**config.mk**
```make
export PLATFORM = sky130hd
export DESIGN_NAME = zorgian_coin_dispenser
export DESIGN_NICKNAME = d
export VERILOG_FILES = /design/src/rtl/zorgian_coin_dispenser.sv
export SDC_FILE = /design/constraint.sdc
export NUM_CORES = 1
export LEC_CHECK = 0
export ABC_AREA = 1
export ABC_CLOCK_PERIOD_IN_PS = 4820
export CAP_MARGIN = 0
export CORE_MARGIN = 1.5
export CORE_UTILIZATION = 31
export DETAILED_ROUTE_END_ITERATION = 7
export PLACE_DENSITY = 0.66
export SYNTH_ARGS = -nofsm -noshare
export SYNTH_HDL_FRONTEND = slang
export SYNTH_SLANG_ARGS = --single-unit
```
**constraint.sdc**
```tcl
create_clock -name clock -period 4.82 [get_ports clock]
set_input_delay 0.964 -clock clock [delete_from_list [all_inputs] [get_ports clock]]
set_output_delay 0.964 -clock clock [all_outputs]
set_load 0.01 [all_outputs]
```
**src/rtl/zorgian_coin_dispenser.sv**
```systemverilog
// rtl/zorgian_coin_dispenser.sv - two-coin dispense sequencer with stock tracking
//
// Ports:
//   clock, reset                     single clock, synchronous active-high reset
//   go                               start one dispense transaction (IDLE only)
//   FirstCoin, SecondCoin, Remaining change-box result, latched at accepted go
//   ExactAmount, CoughUpMore         change-box status; either one skips ejection
//   NotEnoughChange                  change-box status; visible only through owed
//   restock, restock_P/T/C           load stock counters (IDLE only, beats go)
//   eject_ready                      coin mechanism accepts the presented coin
//   eject_valid, eject_coin          coin presented to the mechanism
//   Pentagons, Triangles, Circles    current stock counters
//   busy, done                       transaction in progress / one-cycle completion
//   owed, dispensed                  Remaining at go / value ejected this transaction
//   stock_err                        sticky flag: a coin was ejected from empty stock

module zorgian_coin_dispenser (
    input  logic       clock,
    input  logic       reset,
    input  logic       go,
    input  logic [2:0] FirstCoin,
    input  logic [2:0] SecondCoin,
    input  logic [3:0] Remaining,
    input  logic       ExactAmount,
    input  logic       NotEnoughChange,
    input  logic       CoughUpMore,
    input  logic       restock,
    input  logic [1:0] restock_P,
    input  logic [1:0] restock_T,
    input  logic [1:0] restock_C,
    input  logic       eject_ready,
    output logic       eject_valid,
    output logic [2:0] eject_coin,
    output logic [1:0] Pentagons,
    output logic [1:0] Triangles,
    output logic [1:0] Circles,
    output logic       busy,
    output logic       done,
    output logic [3:0] owed,
    output logic [3:0] dispensed,
    output logic       stock_err
);

    localparam logic [2:0] COIN_NONE     = 3'b000;
    localparam logic [2:0] COIN_PENTAGON = 3'b101;
    localparam logic [2:0] COIN_TRIANGLE = 3'b011;
    localparam logic [2:0] COIN_CIRCLE   = 3'b001;

    typedef enum logic [1:0] {
        IDLE   = 2'd0,
        EJECT1 = 2'd1,
        EJECT2 = 2'd2,
        DONE   = 2'd3
    } state_t;

    state_t     state;
    state_t     state_next;
    logic [2:0] first_q;
    logic [2:0] second_q;
    logic       accept_go;
    logic       transfer;
    logic [2:0] first_norm;

    // Shortage of change never changes sequencing; the caller sees it via owed.
    logic unused_status;
    assign unused_status = NotEnoughChange;

    // Unknown codes collapse to "none" so they can never reach the mechanism.
    function automatic logic [2:0] norm_coin(input logic [2:0] code);
        case (code)
            COIN_PENTAGON, COIN_TRIANGLE, COIN_CIRCLE: norm_coin = code;
            default:                                   norm_coin = COIN_NONE;
        endcase
    endfunction

    function automatic logic [3:0] coin_value(input logic [2:0] code);
        case (code)
            COIN_PENTAGON: coin_value = 4'd5;
            COIN_TRIANGLE: coin_value = 4'd3;
            COIN_CIRCLE:   coin_value = 4'd1;
            default:       coin_value = 4'd0;
        endcase
    endfunction

    assign first_norm = norm_coin(FirstCoin);
    // restock has priority over go in IDLE.
    assign accept_go  = (state == IDLE) && go && !restock;
    assign transfer   = eject_valid && eject_ready;

    always_ff @(posedge clock) begin
        if (reset) begin
            state <= IDLE;
        end else begin
            state <= state_next;
        end
    end

    always_comb begin
        state_next = state;
        case (state)
            IDLE: begin
                if (accept_go) begin
                    if ((first_norm != COIN_NONE) && !CoughUpMore && !ExactAmount) begin
                        state_next = EJECT1;
                    end else begin
                        state_next = DONE;
                    end
                end
            end
            EJECT1: begin
                if (eject_ready) begin
                    state_next = (second_q != COIN_NONE) ? EJECT2 : DONE;
                end
            end
            EJECT2: begin
                if (eject_ready) begin
                    state_next = DONE;
                end
            end
            default: state_next = IDLE;
        endcase
    end

    always_comb begin
        eject_valid = 1'b0;
        eject_coin  = COIN_NONE;
        busy        = (state != IDLE);
        done        = 1'b0;
        case (state)
            EJECT1: begin
                eject_valid = 1'b1;
                eject_coin  = first_q;
            end
            EJECT2: begin
                eject_valid = 1'b1;
                eject_coin  = second_q;
            end
            DONE:    done = 1'b1;
            default: ;
        endcase
    end

    always_ff @(posedge clock) begin
        if (reset) begin
            first_q   <= COIN_NONE;
            second_q  <= COIN_NONE;
            owed      <= 4'd0;
            dispensed <= 4'd0;
            stock_err <= 1'b0;
            Pentagons <= 2'd0;
            Triangles <= 2'd0;
            Circles   <= 2'd0;
        end else begin
            if (accept_go) begin
                first_q   <= first_norm;
                second_q  <= norm_coin(SecondCoin);
                owed      <= Remaining;
                dispensed <= 4'd0;
            end
            if ((state == IDLE) && restock) begin
                Pentagons <= restock_P;
                Triangles <= restock_T;
                Circles   <= restock_C;
            end
            // An empty counter stays at zero; the coin still counts as dispensed.
            if (transfer) begin
                dispensed <= dispensed + coin_value(eject_coin);
                case (eject_coin)
                    COIN_PENTAGON: begin
                        if (Pentagons == 2'd0) stock_err <= 1'b1;
                        else                   Pentagons <= Pentagons - 2'd1;
                    end
                    COIN_TRIANGLE: begin
                        if (Triangles == 2'd0) stock_err <= 1'b1;
                        else                   Triangles <= Triangles - 2'd1;
                    end
                    COIN_CIRCLE: begin
                        if (Circles == 2'd0) stock_err <= 1'b1;
                        else                 Circles <= Circles - 2'd1;
                    end
                    default: ;
                endcase
            end
        end
    end

endmodule

```
==> results of run 1 <==
-- layout by cell type, fill, tap and decap left out, drive strengths merged --
| cell | n |
|---|---|
| nand2 | 76 |
| clkdlybuf4s50 | 43 |
| nor2 | 27 |
| dfxtp | 23 |
| a21oi | 23 |
| inv | 23 |
| o21ai | 12 |
| nand3 | 9 |
| ha | 7 |
| nand4 | 4 |
| clkbuf | 3 |
| nor3 | 3 |
| a21boi | 1 |
| o22ai | 1 |
| fa | 1 |
| clkinvlp | 1 |
| buf | 1 |
-- tightest hold or removal path, stage by stage, from the launching register on --
cell and delay (ps):
dfxtp_1 320, nand2_1 60, a21oi_1 50
-- where the power goes --
group	internal, uW	total (uW)	switching (uW)
Combinational	134	317	183
Sequential	215	235	20.1
Clock	58.5	125	66.2
-- routing by layer --
layer	routed length [um]	global-route usage, %	up-vias	share of wire (%)
met3	168	3.90	2	5.0
met1	1550	18.2	653	46
li1	-	-	769	-
met5	0	0	-	0
met4	24	3.21	0	0.71
met2	1630	26.1	28	48
-- worst max path at each step --
stage	start	end	slack, ps	cells past startpoint
4_1_cts	state[0]$_SDFFE_PP0P_	eject_coin[0]	1890	5
6_report	state[0]$_SDFFE_PP0P_	eject_coin[0]	1880	5
2_1_floorplan	state[0]$_SDFFE_PP0P_	eject_coin[1]	2770	4
3_5_place_dp	state[0]$_SDFFE_PP0P_	eject_coin[0]	2190	5
5_1_grt	state[1]$_SDFFE_PP0P_	eject_coin[1]	1750	7
3_3_place_gp	state[0]$_SDFFE_PP0P_	eject_coin[0]	2220	5
-- flip-flops by register name, indices dropped and copies added, names as in the netlist --
name       flops
first_q        3
Pentagons      2
stock_err      1
dispensed      4
state          2
Triangles      2
second_q       3
owed           4
Circles        2
-- cell families (layout without fill, tap and decap cells) --
kind of cell	count (synthesis)	in the layout
flip-flops	23	23
AO/OA/AOI/OAI	37	37
AND/OR/NAND/NOR	119	119
buffers and inverters	29	71
adder cells (fa/ha/maj)	8	8
-- layout make-up --
cell class	instances	area, sq um	share of cell area, %
Multi-Input combinational cell	164	805	42.3
Sequential cell	23	460	24.2
Timing Repair Buffer	44	438	23.0
Inverter	23	86.3	4.54
Tap cell	52	65.1	3.42
Clock buffer	3	41.3	2.17
Clock inverter	1	7.51	0.394
-- stage by stage --
| stage | cells | area, sq um | utilization [%] | total power [uW] |
|---|---|---|---|---|
| after floorplan | 216 | 1390 | - | 448 |
| after global routing | 310 | 1900 | 44.0 | 737 |
| final | 310 | 1900 | 44.0 | 677 |
| after detailed placement | 306 | 1850 | 42.9 | 557 |
| after CTS | 310 | 1900 | 44.0 | 683 |
| after global placement | 306 | 1850 | 42.9 | 555 |
==> results.sh, run 1 <==
export IMPL_status="finished clean"
export IMPL_drc=0
export IMPL_synth_top_family_by_area="simple AND/OR/NAND/NOR gates"
export IMPL_finClkSkew_ps=5.47
export IMPL_routed_wl_mm=3.38
export IMPL_power_density_nw_per_um2=356
export IMPL_track_usage_pct=14.9
export IMPL_path_common_cell="inv_1"
export IMPL_finalMaxSlewViolations=0
export IMPL_path_cells="inv_1 -> ha_1 -> nand2_4 -> inv_1 -> clkdlybuf4s50_1"
export IMPL_firstDrtPassIters=4
export IMPL_synthesis_area_sq_um=1390
export IMPL_grt_ovfl_total=0
export IMPL_finalSetupViolCount=0
export IMPL_relSlewSlack_pct=57.3
export IMPL_hold_worst_slack_ps=465
export IMPL_holdPathEnd="first_q[0]$_SDFFE_PP0P_"
export IMPL_ctsRootBufferMaster="clkbuf_8"
export IMPL_rrSetupSlack_ps=2610
export IMPL_leakage_uw=0.000843
export IMPL_hold_path_class="register to register"
export IMPL_yosysMostFrequentCell="nand2_1"
export IMPL_cts_max_path_buffers=2
export IMPL_hold_start="first_q[0]$_SDFFE_PP0P_"
export IMPL_cp_slowest_stage_delay_ps=550
export IMPL_design_die_area_sq_um=4890
export IMPL_cts_sinks=23
export IMPL_ant_nets=0
export IMPL_place_ws_ps=2190
export IMPL_ctsHoldBuffers=0
export IMPL_worstMarginPinSlew_ps=638
export IMPL_clk_pin_slew_ps=90
export IMPL_antenna_found_initial=0
export IMPL_end_kind="output port"
export IMPL_grt_max_degree=17
export IMPL_syn_to_final_growth_pct=37.2
export IMPL_setup_ws_ps=1880
export IMPL_critical_path_arrival_ps=1970
export IMPL_synth_common_cells="nand2_1, nor2_1, a21oi_1, dfxtp_1, inv_1"
export IMPL_fin_nets=291
export IMPL_rows=24
export IMPL_first_iter_violations=32
export IMPL_synth_top_area_share_pct=33.2
export IMPL_synth_simple_area_share_pct=36.6
export IMPL_ctsResizeCount=0
export IMPL_critPathKind="register to output port"
export IMPL_regToRegEndpoint="dispensed[3]$_SDFFE_PP0P_"
export IMPL_numCtsBuffers=3
export IMPL_finalWeightedCongestion=0.826
export IMPL_fin_crit_sh_pct=60.9
export IMPL_h_tree_depth=1
export IMPL_hpwlAfterDp_mm=2.53
export IMPL_viasPerCell=4.68
export IMPL_synth_cell_types=22
export IMPL_ir_worst_vdd_mv=0.138
export IMPL_ys_warn_count=0
export IMPL_fmax_mhz=341
export IMPL_min_period_ps=2940
export IMPL_holdPathStages=2
export IMPL_die_h_um=69.9
export IMPL_crit_fanout=6
export IMPL_synth_main_ff_cell="dfxtp_1"
export IMPL_drive_gt1_share_pct=5.81
export IMPL_ys_ff_latch=23
export IMPL_insertion_delay_ps=270
export IMPL_cpLargestDelayFamily="buffers and inverters"
export IMPL_start_util_pct=32.1
export IMPL_avgRoutedWirePerCell_um=10.9
export IMPL_synthArstFlopShare_pct=0
export IMPL_synth_edf_count=0
export IMPL_vias=1452
export IMPL_crit_buf_inv=3
export IMPL_reg2regPathDepth=12
export IMPL_ios=45
export IMPL_synth_adder_area_share_pct=7.75
export IMPL_io_buffers=43
export IMPL_synth_net_count=248
export IMPL_rsz0062_at_grt="no"
export IMPL_synth_mux_area_share_pct=0
export IMPL_fin_tns_setup_ps=0
export IMPL_grt_pass1_wl_mm=5.95
export IMPL_rr_startpoint="state[0]$_SDFFE_PP0P_"
export IMPL_die_width_um=69.9
export IMPL_first_global_vias=1397
export IMPL_tritoncts="built"
export IMPL_maxCapViolCount=0
export IMPL_slowest_stage="clkdlybuf4s50_1"
export IMPL_fillers=464
export IMPL_synthTopCellsByArea="dfxtp_1, nand2_1, a21oi_1"
export IMPL_finalHoldViolations=0
export IMPL_post_cts_buffers=0
export IMPL_synth_xor_area_share_pct=0
export IMPL_coreArea_sq_um=4320
export IMPL_cp_required_ps=3860
export IMPL_avgSynthCellArea_sq_um=6.42
export IMPL_synthCells=216
export IMPL_synth_compound_area_share_pct=13.6
export IMPL_yosysTopAreaCell="dfxtp_1"
export IMPL_start_kind="register"
export IMPL_yosysSeqAreaShare_pct=33.2
export IMPL_antennaDiodeCount=0
No activity file was read; power rests on OpenSTA's default activity.
==> run 2: changes to the inputs <==
Settings changed: ABC_CLOCK_PERIOD_IN_PS 4820 to 2910.
Clock period 4.82 ns to 2.91 ns, I/O delays scaled along.
==> run 2 against run 1 <==
Global-route usage down 1.4 points. Via count shrank 1.2%. Combinational power grew 66%. Largest cell class unchanged. Largest power group unchanged.
==> results.sh, run 2 (synthesis results as in run 1) <==
export IMPL_holdPathStages=2
export IMPL_grt_max_degree=17
export IMPL_io_buffers=43
export IMPL_critical_path_arrival_ps=1960
export IMPL_hpwlAfterDp_mm=2.47
export IMPL_final_common_cell="nand2_1"
export IMPL_min_period_ps=2540
export IMPL_maxCapViolCount=0
export IMPL_firstDrtPassIters=4
export IMPL_track_usage_pct=13.5
export IMPL_hold_worst_slack_ps=466
export IMPL_first_iter_violations=54
export IMPL_cts_max_path_buffers=2
export IMPL_drc=0
export IMPL_design_die_area_sq_um=4890
export IMPL_avgRoutedWirePerCell_um=10.5
export IMPL_finalWeightedCongestion=0.790
export IMPL_grt_pass1_wl_mm=5.43
export IMPL_syn_to_final_growth_pct=37.5
export IMPL_finalHoldViolations=0
export IMPL_first_global_vias=1259
export IMPL_rrSetupSlack_ps=710
export IMPL_die_width_um=69.9
export IMPL_start_kind="register"
export IMPL_grt_ovfl_total=0
export IMPL_insertion_delay_ps=270
export IMPL_status="finished clean"
export IMPL_tritoncts="built"
export IMPL_rows=24
export IMPL_critPathKind="register to output port"
export IMPL_start_util_pct=32.1
export IMPL_finalMaxSlewViolations=0
export IMPL_post_cts_buffers=0
export IMPL_antenna_found_initial=0
export IMPL_cp_slowest_stage_delay_ps=550
export IMPL_die_h_um=69.9
export IMPL_viasPerCell=4.61
export IMPL_h_tree_depth=1
export IMPL_multi_input_area_sq_um=805
export IMPL_fin_crit_sh_pct=87.3
export IMPL_antennaDiodeCount=0
export IMPL_routed_wl_mm=3.26
export IMPL_power_density_nw_per_um2=584
export IMPL_cts_sinks=23
export IMPL_leakage_uw=0.000852
export IMPL_register_area_sq_um=460
export IMPL_vias=1434
export IMPL_relSlewSlack_pct=78.2
export IMPL_ctsResizeCount=0
export IMPL_clk_pin_slew_ps=90
export IMPL_ir_worst_vdd_mv=0.293
export IMPL_worstMarginPinSlew_ps=326
export IMPL_hold_path_class="register to register"
export IMPL_drive_gt1_share_pct=6.18
export IMPL_finalSetupViolCount=0
export IMPL_numCtsBuffers=3
export IMPL_ctsRootBufferMaster="clkbuf_8"
export IMPL_cp_required_ps=2330
export IMPL_rsz0062_at_grt="no"
export IMPL_layout_common_cells="nand2_1, clkdlybuf4s50_1, nor2_1"
export IMPL_fmax_mhz=394
export IMPL_reg2regPathDepth=12
export IMPL_ctsHoldBuffers=0
export IMPL_fin_tns_setup_ps=0
export IMPL_crit_fanout=6
export IMPL_slowest_stage="clkdlybuf4s50_1"
export IMPL_fin_nets=292
export IMPL_finClkSkew_ps=9.52
export IMPL_path_cells="inv_1 -> ha_1 -> nand2_4 -> inv_1 -> clkdlybuf4s50_1"
export IMPL_largestRegisters="dispensed (4), owed (4)"
export IMPL_end_kind="output port"
export IMPL_path_common_cell="inv_1"
export IMPL_ant_nets=0
export IMPL_coreArea_sq_um=4320
export IMPL_ios=45
export IMPL_fillers=469
## run 2: worst paths after layout
path | startpoint | end
min | first_q[0]$_SDFFE_PP0P_ | first_q[0]$_SDFFE_PP0P_
max reg2reg | state[0]$_SDFFE_PP0P_ | dispensed[3]$_SDFFE_PP0P_
max | state[0]$_SDFFE_PP0P_ | eject_coin[0]
min reg2reg | first_q[0]$_SDFFE_PP0P_ | first_q[0]$_SDFFE_PP0P_
## run 2: metrics by stage
stage,setup WS [ps],utilization (%),cell area [sq um],cells,total power [uW]
after floorplan,885,-,1390,216,742
after global placement,694,43.1,1860,307,921
after detailed placement,678,43.1,1860,307,924
after CTS,375,44.1,1910,311,1130
after global routing,287,44.1,1910,311,1210
final,371,44.1,1910,311,1110
## run 2: worst max-delay path: cells and delay by family (launching register included)
| kind | cells | cell delay, ps |
|---|---|---|
| simple gates | 1 | 110 |
| fa+ha+maj | 1 | 440 |
| buf+inv | 3 | 760 |
| flops | 1 | 390 |
## run 2: final cells by class
type                            instances  share of cell area, %
Multi-Input combinational cell        164                   42.2
Sequential cell                        23                   24.1
Timing Repair Buffer                   45                   23.3
Inverter                               23                   4.52
Tap cell                               52                   3.41
Clock buffer                            3                   2.16
Clock inverter                          1                  0.262
## run 2: power by group
group          internal, uW  switching, uW
clock network          95.6            106
registers               357           31.4
logic                   223            301
total                   676            439
## run 2: metal layers
layer  vias to the layer above  part of all wire [%]  GRT usage, %
met5                         -                     0             0
li1                        773                     -             -
met1                       629                    49          17.6
met3                         2                   5.2          3.90
met2                        30                    46          22.8
met4                         0                  0.43          1.92
==> run 3: changes to the inputs <==
Settings changed: ABC_CLOCK_PERIOD_IN_PS 2910 to default, PLACE_DENSITY 0.66 to 0.68.
Clock period 2.91 ns to 2.25 ns, I/O delays scaled along.
==> run 3 against run 2 <==
Non-clock buffer count increased by 2. Final cell count is 0.64% higher. Wire length rose by 3.6%. Clock power is 30% higher. Critical path type is now register to register. Largest cell class unchanged. Largest power group unchanged.
==> results.sh, run 3 (synthesis results as in run 1) <==
export IMPL_finalHoldViolations=0
export IMPL_grt_ovfl_total=0
export IMPL_cts_max_path_buffers=2
export IMPL_final_cell_count_no_fill=313
export IMPL_ctsHoldBuffers=0
export IMPL_first_global_vias=1312
export IMPL_h_tree_depth=1
export IMPL_start_util_pct=32.1
export IMPL_ios=45
export IMPL_rsz0062_at_grt="no"
export IMPL_end_kind="register"
export IMPL_top_usage_layer="met2"
export IMPL_largestRegisters="dispensed (4), owed (4)"
export IMPL_avgRoutedWirePerCell_um=10.8
export IMPL_io_buffers=43
export IMPL_hpwlAfterDp_mm=2.53
export IMPL_rows=24
export IMPL_fin_tns_setup_ps=0
export IMPL_antennaDiodeCount=0
export IMPL_worstMarginPinSlew_ps=322
export IMPL_dp_cells=309
export IMPL_post_cts_buffers=0
export IMPL_crit_fanout=5
export IMPL_die_h_um=69.9
export IMPL_finClkSkew_ps=6.17
export IMPL_viasPerCell=4.71
export IMPL_clk_pin_slew_ps=90
export IMPL_coreArea_sq_um=4320
export IMPL_grt_pass1_wl_mm=5.63
export IMPL_vias=1473
export IMPL_firstDrtPassIters=4
export IMPL_fin_crit_sh_pct=90.8
export IMPL_hold_path_class="register to register"
export IMPL_ir_worst_vdd_mv=0.294
export IMPL_tritoncts="built"
export IMPL_drc=0
export IMPL_ctsRootBufferMaster="clkbuf_8"
export IMPL_grtUsageMet1_pct=18.4
export IMPL_insertion_delay_ps=270
export IMPL_fin_nets=294
export IMPL_min_period_ps=2040
export IMPL_grtUsageMet3_pct=3.75
export IMPL_finalMaxSlewViolations=0
export IMPL_fillers=449
export IMPL_track_usage_pct=14.2
export IMPL_cp_required_ps=2460
export IMPL_finalWeightedCongestion=0.763
export IMPL_ant_nets=0
export IMPL_antenna_found_initial=0
export IMPL_grt_max_degree=16
export IMPL_drive_gt1_share_pct=9.58
export IMPL_critPathKind="register to register"
export IMPL_leakage_uw=0.000902
export IMPL_layout_common_cells="nand2_1, clkdlybuf4s50_1, nor2_1"
export IMPL_fmax_mhz=489
export IMPL_grt_met2_usage_pct=23.0
export IMPL_routed_wl_mm=3.37
export IMPL_design_die_area_sq_um=4890
export IMPL_syn_to_final_growth_pct=41.9
export IMPL_maxCapViolCount=0
export IMPL_power_density_nw_per_um2=781
export IMPL_final_common_cell="nand2_1"
export IMPL_die_width_um=69.9
export IMPL_numCtsBuffers=3
export IMPL_status="finished clean"
export IMPL_critical_path_arrival_ps=2250
export IMPL_cts_sinks=23
export IMPL_first_iter_violations=91
export IMPL_start_kind="register"
export IMPL_relSlewSlack_pct=78.5
export IMPL_finalSetupViolCount=0
==> run 3: cell types whose count changed in the layout (fill, tap and decap cells not counted) <==
cell,change
dfxtp_1,-2
dlygate4sd2_1,+1
inv_2,+2
clkinv_2,-1
clkdlybuf4s50_1,-3
clkinvlp_4,+1
dlymetal6s2s_1,+2
ha_4,+3
dfxtp_2,+2
buf_4,+2
inv_1,-2
ha_1,-3
==> run 3: worst max-delay path: stages, from the launching register on <==
cell and delay [ps]:
dfxtp_2 360, inv_2 110, ha_4 170, nand2_1 60
nand2_2 130, inv_2 60, nor2_2 120, nand2_2 80
inv_2 90, ha_1 230, a21oi_1 120, nor2_1 50
o21ai_0 190, o21ai_0 100, a21oi_1 120
==> run 3: area by class of cell <==
cell class | count | area (sq um) | share of cell area, %
Sequential cell | 23 | 463 | 23.5
Clock inverter | 1 | 7.51 | 0.381
Inverter | 23 | 86.3 | 4.38
Multi-Input combinational cell | 164 | 842 | 42.8
Clock buffer | 3 | 41.3 | 2.10
Tap cell | 52 | 65.1 | 3.30
Timing Repair Buffer | 47 | 464 | 23.6
==> run 3: worst paths after layout <==
path                                start                         to  slack (ps)  cells after the start
setup / recovery    state[0]$_SDFFE_PP0P_  dispensed[3]$_SDFFE_PP0P_         210                     14
hold / removal    first_q[0]$_SDFFE_PP0P_    first_q[0]$_SDFFE_PP0P_         470                      2
setup reg to reg    state[0]$_SDFFE_PP0P_  dispensed[3]$_SDFFE_PP0P_         210                     14
hold reg to reg   first_q[0]$_SDFFE_PP0P_    first_q[0]$_SDFFE_PP0P_         470                      2
==> run 3: per-stage QoR <==
| stage | setup WS (ps) | hold WS (ps) | area, sq um | total power (uW) | util [%] |
|---|---|---|---|---|---|
| 4_1_cts | 4.07 | 473 | 1960 | 1550 | 45.4 |
| 2_1_floorplan | 225 | 440 | 1390 | 960 | - |
| 5_1_grt | 12.5 | 509 | 1970 | 1670 | 45.5 |
| 3_5_place_dp | 120 | 461 | 1880 | 1210 | 43.4 |
| 3_3_place_gp | 142 | 454 | 1880 | 1210 | 43.4 |
| 6_report | 206 | 469 | 1970 | 1540 | 45.5 |
==> run 3: what timing repair did <==
action / in CTS / in global routing
endpoints found under the setup margin: 3 / 2
cloned: 0 / 0
resized for setup: 11 / 2
==> run 3: metal layers <==
layer | vias up | wire [um]
met5 | - | 0
li1 | 776 | -
met4 | 0 | 24
met1 | 656 | 1580
met3 | 2 | 191
met2 | 39 | 1580
==> run 3: power by group <==
group | leakage, uW | switching (uW) | internal [uW]
Combinational | 0.000692 | 410 | 348
Sequential | 0.000188 | 53.1 | 465
Clock | 0.0000217 | 137 | 125
Total | 0.000902 | 601 | 938
